[src/rtl/irq_arbiter.sv]
// irq_arbiter: 32-source interrupt arbiter. Sources are captured into a
// pending register, masked, and the highest-numbered eligible one is offered
// to the core over a valid/ack handshake. The arbiter then tracks one
// in-service interrupt until the core retires it with a matching EOI.
module irq_arbiter #(
    parameter logic [31:0] EDGE_MASK = 32'h0000_0000  // 1 = rising-edge source, 0 = level source
) (
    input  logic        clk,
    input  logic        rst,
    input  logic [31:0] irq_in,
    input  logic        mask_we,
    input  logic [31:0] mask_wdata,
    input  logic        req_ack,
    input  logic        eoi_valid,
    input  logic [4:0]  eoi_code,
    output logic        req_valid,
    output logic [4:0]  req_code,
    output logic        busy,
    output logic [31:0] pending
);

    typedef enum logic [1:0] {
        IDLE    = 2'd0,
        OFFER   = 2'd1,
        SERVICE = 2'd2
    } state_t;

    state_t      state;
    logic [31:0] irq_q;
    logic [31:0] mask;
    logic [4:0]  inservice_code;
    logic [31:0] inservice_onehot;
    logic [31:0] eligible;
    logic [4:0]  code;
    logic        accept;

    // An offer is consumed only while it is actually being offered.
    assign accept = (state == OFFER) && req_ack;

    // Registered copy of the raw lines, used for edge detection and level pending.
    always_ff @(posedge clk or posedge rst) begin
        if (rst) begin
            irq_q <= '0;
        end else begin
            irq_q <= irq_in;
        end
    end

    // Mask register; a write takes effect for arbitration from the next cycle.
    always_ff @(posedge clk or posedge rst) begin
        if (rst) begin
            mask <= '0;
        end else if (mask_we) begin
            mask <= mask_wdata;
        end
    end

    // Per-source pending state: level sources mirror irq_q, edge sources latch
    // a rising edge and hold it until their own offer is accepted.
    generate
        for (genvar gi = 0; gi < 32; gi++) begin : g_src
            if (EDGE_MASK[gi]) begin : g_edge
                logic edge_pend;
                // A new rising edge in the accept cycle keeps the bit set.
                always_ff @(posedge clk or posedge rst) begin
                    if (rst) begin
                        edge_pend <= 1'b0;
                    end else if (irq_in[gi] && !irq_q[gi]) begin
                        edge_pend <= 1'b1;
                    end else if (accept && (req_code == 5'(gi))) begin
                        edge_pend <= 1'b0;
                    end
                end
                assign pending[gi] = edge_pend;
            end else begin : g_level
                assign pending[gi] = irq_q[gi];
            end
            assign inservice_onehot[gi] = busy && (inservice_code == 5'(gi));
        end
    endgenerate

    assign eligible = pending & mask & ~inservice_onehot;

    // Priority encode: the last set bit seen in an ascending scan is the highest.
    always_comb begin
        code = '0;
        for (int i = 0; i < 32; i++) begin
            if (eligible[i]) begin
                code = 5'(i);
            end
        end
    end

    // Offer / service FSM with registered handshake outputs.
    always_ff @(posedge clk or posedge rst) begin
        if (rst) begin
            state          <= IDLE;
            req_valid      <= 1'b0;
            req_code       <= '0;
            busy           <= 1'b0;
            inservice_code <= '0;
        end else begin
            case (state)
                IDLE: begin
                    if (eligible != '0) begin
                        req_code  <= code;
                        req_valid <= 1'b1;
                        state     <= OFFER;
                    end
                end
                OFFER: begin
                    // req_code stays frozen here even if the source goes away.
                    if (req_ack) begin
                        req_valid      <= 1'b0;
                        busy           <= 1'b1;
                        inservice_code <= req_code;
                        state          <= SERVICE;
                    end
                end
                SERVICE: begin
                    if (eoi_valid && (eoi_code == inservice_code)) begin
                        busy  <= 1'b0;
                        state <= IDLE;
                    end
                end
                default: begin
                    state     <= IDLE;
                    req_valid <= 1'b0;
                    busy      <= 1'b0;
                end
            endcase
        end
    end

endmodule

[config.mk]
export PLATFORM = sky130hd
export DESIGN_NAME = irq_arbiter
export DESIGN_NICKNAME = d
export VERILOG_FILES = /design/src/rtl/irq_arbiter.sv
export SDC_FILE = /design/constraint.sdc
export NUM_CORES = 1
export LEC_CHECK = 0
export ABC_AREA = 0
export BUFFER_PORTS_ARGS = -buffer_cell sky130_fd_sc_hd__buf_2
export CORE_AREA = 3 3 119 121
export DETAILED_ROUTE_END_ITERATION = 10
export DIE_AREA = 0 0 122 124
export GPL_ROUTABILITY_DRIVEN = 0
export PLACE_DENSITY_LB_ADDON = 0.2
export SLEW_MARGIN = 5
export SYNTH_ARGS = -nofsm -noshare
export SYNTH_HDL_FRONTEND = slang
export SYNTH_SLANG_ARGS = --single-unit
[constraint.sdc]
create_clock -name clk -period 5.3 [get_ports clk]
set_input_delay 1.06 -clock clk [delete_from_list [all_inputs] [get_ports clk]]
set_output_delay 1.06 -clock clk [all_outputs]
set_load 0.05 [all_outputs]
Yosys cells after proc, flatten, opt, wreduce, memory -nomap -nowiden
Cells that the tools add are included.
{"block": "word_totals", "reg_bits": 78, "output_inout_bits": 39, "wordCells": 131}
{"block": "classes", "n_eq_ne": 37, "muxes": 41, "n_bitwise": 5, "reduce_logical": 41}
{"op": "5-bit two-way mux", "count": 30}
{"op": "5-bit equality test, second input constant", "count": 16}
{"op": "32-bit AND", "count": 2}
{"op": "5-bit by 4-bit equality test with 1-bit output, second input constant", "count": 8}
{"op": "1-bit logical AND", "count": 33}
{"op": "32-bit inverter", "count": 1}
{"op": "32-bit nonzero test", "count": 1}
{"op": "5-bit by 3-bit equality test with 1-bit output, second input constant", "count": 4}
{"op": "5-bit by 2-bit equality test with 1-bit output, second input constant", "count": 2}
{"op": "3-bit AND reduction", "count": 3}
{"op": "2-bit two-way mux", "count": 3}
{"op": "2-bit != test, second input constant", "count": 3}
{"op": "1-bit case mux with 3 select lines", "count": 2}
{"op": "2-bit case mux with 3 select lines", "count": 1}
{"op": "5-bit by 1-bit equality test with 1-bit output, second input constant", "count": 1}
{"op": "5-bit equality test", "count": 1}
{"op": "5-bit zero test", "count": 1}
{"op": "1-bit two-way mux", "count": 5}
{"op": "2-bit AND reduction", "count": 2}
{"op": "2-bit by 1-bit equality test with 1-bit output, second input constant", "count": 1}
{"op": "2-bit equality test, second input constant", "count": 1}
{"op": "2-bit zero test", "count": 1}
{"op": "1-bit inverter", "count": 2}

Logic depth before layout (Yosys ltp)
{"block": "depth", "depth_word": 35, "mapped_depth": 10}

Least setup slack after synthesis
OpenSTA, ideal clock, no wires.
{"block": "synth_path", "path_kind": "reg-to-reg", "startpoint": "reg busy", "endpoint": "reg req_code[3]", "setup_time_ps": 125, "arrival_time_ps": 2446, "required_ps": 5175, "slack_ps": 2729, "path_stages_with_launch": 9, "path_cell_list": "dfrtp_1 -> buf_4 -> and4b_2 -> o211ai_1 -> o21ai_1 -> nand4_1 -> o41a_1 -> buf_6 -> mux2_4"}
{"block": "synth_between", "elab_chain_len": 32}
{"item": "from (decl)", "line_no": "18", "rtl": "output logic busy,"}
{"item": "from (signal assigned)", "line_no": "100", "rtl": "busy <= 1'b0;"}
{"item": "from (signal assigned)", "line_no": "115", "rtl": "busy <= 1'b1;"}
{"item": "from (signal assigned)", "line_no": "122", "rtl": "busy <= 1'b0;"}
{"item": "1-bit logical AND", "line_no": "78", "rtl": "assign inservice_onehot[gi] = busy && (inservice_code == 5'(gi));"}
{"item": "32-bit inverter (*)", "line_no": "82", "rtl": "assign eligible = pending & mask & ~inservice_onehot;"}
{"item": "32-bit AND (*)", "line_no": "82"}
{"item": "5-bit two-way mux (29 in series)", "line_no": "88", "rtl": "if (eligible[i]) begin"}
{"item": "to (signal assigned)", "line_no": "106", "rtl": "req_code <= code;"}
{"item": "to (decl)", "line_no": "17", "rtl": "output logic [4:0] req_code,"}
Every way passes the cells marked *; elsewhere a longest branch is shown, timed or not.
A chain may end at the register's enable or synchronous reset.

Worst setup path after layout
{"block": "layout_path", "startpoint": "reg inservice_code[1]", "endpoint": "reg req_code[3]"}
{"block": "layout_between", "elab_chain_len": 33}
{"item": "from (decl)", "line_no": "31", "rtl": "logic [4:0] inservice_code;"}
{"item": "from (signal assigned)", "line_no": "116", "rtl": "inservice_code <= req_code;"}
{"item": "5-bit by 2-bit equality test with 1-bit output", "line_no": "78"}
{"item": "1-bit logical AND", "line_no": "78"}
{"item": "32-bit inverter (*)", "line_no": "82"}
{"item": "32-bit AND (*)", "line_no": "82"}
{"item": "5-bit two-way mux (29 in series)", "line_no": "88"}
Marked as above.

==> results.tsv <==
metric	value	unit
vias_per_cell	5.15	
routedWlPerCell	16.1	µm
synth_cell_types	59	
core	0.0132	mm²
cellPowerDensity	409	mW/mm²
pwr-share-clk	27.0	%
p_leak	2.17	nW
cts_sinks	78	
dieWidth	122	µm
fin_crit	3.34	ns
synth_ff_type	dfrtp_1	
cts_tree	done	
arrival	3.56	ns
dr.pass1.iters	5	
required	5.52	ns
syn_inst	399	
design_area	0.00499	mm²
seqPwrFrac	39.9	%
cts-root-buf	clkbuf_16	
maxCapViolCount	0	
synth_area_leaders	dfrtp_1 48%, mux2_2 10%, nand2_1 5.6%	
dp_cells	667	
num_rows	42	
die_area	0.0151	mm²
clk_pin_slew_worst_paths	0.06	ns
worstSetupStartpointType	flip-flop	
peakVddDrop	0.189	mV
rsz0062_at_grt	false	
cts_buffer_depth	2	
drv_slew	0	
hold_viol_final	0	
worst_setup_path_end_kind	flip-flop	
async_flop_share	100	%
ys.warnings.count	0	
ios	113	
crit_type	reg2reg	
path_max_fanout	24	
start_util	30.7	%
antenna_left	0	
syn_avg_cell_area	10.1	µm²
min_path_type	reg2reg	
wl	11.0	mm
antenna_found_initial	0	
status	finished clean	
intPower	1.24	mW
synth_edf_count	0	
synth_top_area_share	48.2	%
grt_pass1_vias	3441	
fin_setup_tns	0	ns
power	2.04	mW
dp_hpwl	8.40	mm
synth_nets	473	
whs	0.496	ns
htree_levels	3	
cts_resized	0	
cts_made_buffers	9	
grt.total_usage	15.0	%
final.period_utilization	63.0	%
switching_share	39.2	%
fmax	0.299	GHz
clock_skew	0.00530	ns
synth_area	0.00405	mm²
areaGrowthSynthToFinish	23.4	%
synth-seq-area-share	48.2	%
drc	0	
tightest_slew	0.752	ns
vias	3519	
cts_setup_buffers	0	
finalNetCount	576	
overflow	0	
p_comb_share	33.0	%
setup_viol	0	
dpl_cell_area	0.00473	mm²
yosysTopAreaCell	dfrtp_1	
slew-limit-headroom	49.9	%
instances_no_fill	683	
drive_gt1_share	34.7	%
diodes	0	
fp.dieH	124	µm
clock_latency	0.33	ns
netSwitchingPower	0.801	mW
hold_buffers	0	
portBuffers	112	
grt_first_pass_wirelength	17.5	mm
drt-initial-drc-count	184	
synth_seq_cells	78	
grt_max_degree	43	
cell families after synthesis:
logic type      count (synthesis)  synth area share (%)
xor+xnor                        5                  1.08
flops                          78                  48.2
mux                            37                  10.4
simple gates                  133                  16.4
compound gates                116                  20.2
buf+inv                        30                  3.77
synth_stat cells (6+ instances only):
cell       count
a211oi_1       6
a21oi_1       22
a22oi_1        8
and2_1         7
buf_2          7
clkbuf_1       6
dfrtp_1       78
inv_1          7
mux2_2        36
nand2_1       60
nand3_1       19
nor2_1        19
o2111ai_1      9
o211ai_1       6
o21ai_0       20
final timing paths:
| kind | endpoint | depth (start not counted) | from | slack, ns |
|---|---|---|---|---|
| setup / recovery | req_code[3] | 7 | inservice_code[1] | 1.96 |
| hold / removal | mask[8] | 1 | mask[8] | 0.50 |
| setup reg to reg | req_code[3] | 7 | inservice_code[1] | 1.96 |
| hold reg to reg | mask[8] | 1 | mask[8] | 0.50 |
| max in group asynchronous | mask[8] | 3 | rst | 3.56 |
| min in group asynchronous | pending[20] | 2 | rst | 0.79 |
critical path: stages (launching register included):
cell	delay, ns
dfrtp_1	0.70
buf_4	0.37
nor2b_1	0.55
a41oi_1	0.20
a211oi_1	0.27
o22ai_1	0.20
o41a_1	0.57
mux2_4	0.34
layout make-up:
| cell class | count | area, µm² |
|---|---|---|
| fill | 1334 | 8200 |
| clock buffer | 12 | 246 |
| timing repair buffer | 115 | 583 |
| multi-input combinational | 291 | 1940 |
| tap | 176 | 220 |
| inverter | 7 | 27.5 |
| clock inverter | 4 | 22.5 |
| sequential | 78 | 1950 |
cell usage in the layout (no fill, tap or decap), drive strengths merged, types with 3 or more instances in the layout:
master   count
a21o         3
nor3         3
a311oi       3
o211ai       6
o21bai       3
a21oi       22
nor2        19
a22oi        8
and2         7
a211oi       6
buf        115
o2111ai      9
and4bb       3
clkinv       4
a41oi        4
nand2       60
nand3       19
nand4        3
clkbuf      12
nand3b       3
dfrtp       78
a31oi        4
xor2         4
o21ai       22
o31ai        3
mux2        37
inv          6
o22ai        4
power groups by stage:
stage                     Combinational [mW]  Clock [mW]  Sequential [mW]
final                                  0.674       0.552            0.816
after floorplan                        0.461           0            0.874
after global routing                   0.740       0.606            0.835
after CTS                              0.677       0.573            0.815
after global placement                 0.665           0            0.823
after detailed placement               0.674           0            0.826
stage by stage:
stage | util, % | setup slack (ns)
6_report | 37.9 | 1.96
5_1_grt | 37.9 | 1.82
4_1_cts | 37.9 | 2.00
3_5_place_dp | 35.8 | 2.01
3_3_place_gp | 35.8 | 2.16
2_1_floorplan | - | 2.24
flip-flops by register name (all words and copies together) (netlist names):
register,count
state,2
inservice_code,5
req_valid,1
mask,32
busy,1
req_code,5
pending,32
metal layers:
layer  vias up  global-route usage [%]  wire length (µm)  part of all wire [%]
li1       1689                       -                 -                     -
met1      1687                    19.9              5050                    46
met2       132                    23.3              5020                    46
met3        11                    4.31               724                   6.6
met4         0                    5.25               190                   1.7
met5         -                       0                 0                     0
Power figures use the tool's default switching activity.
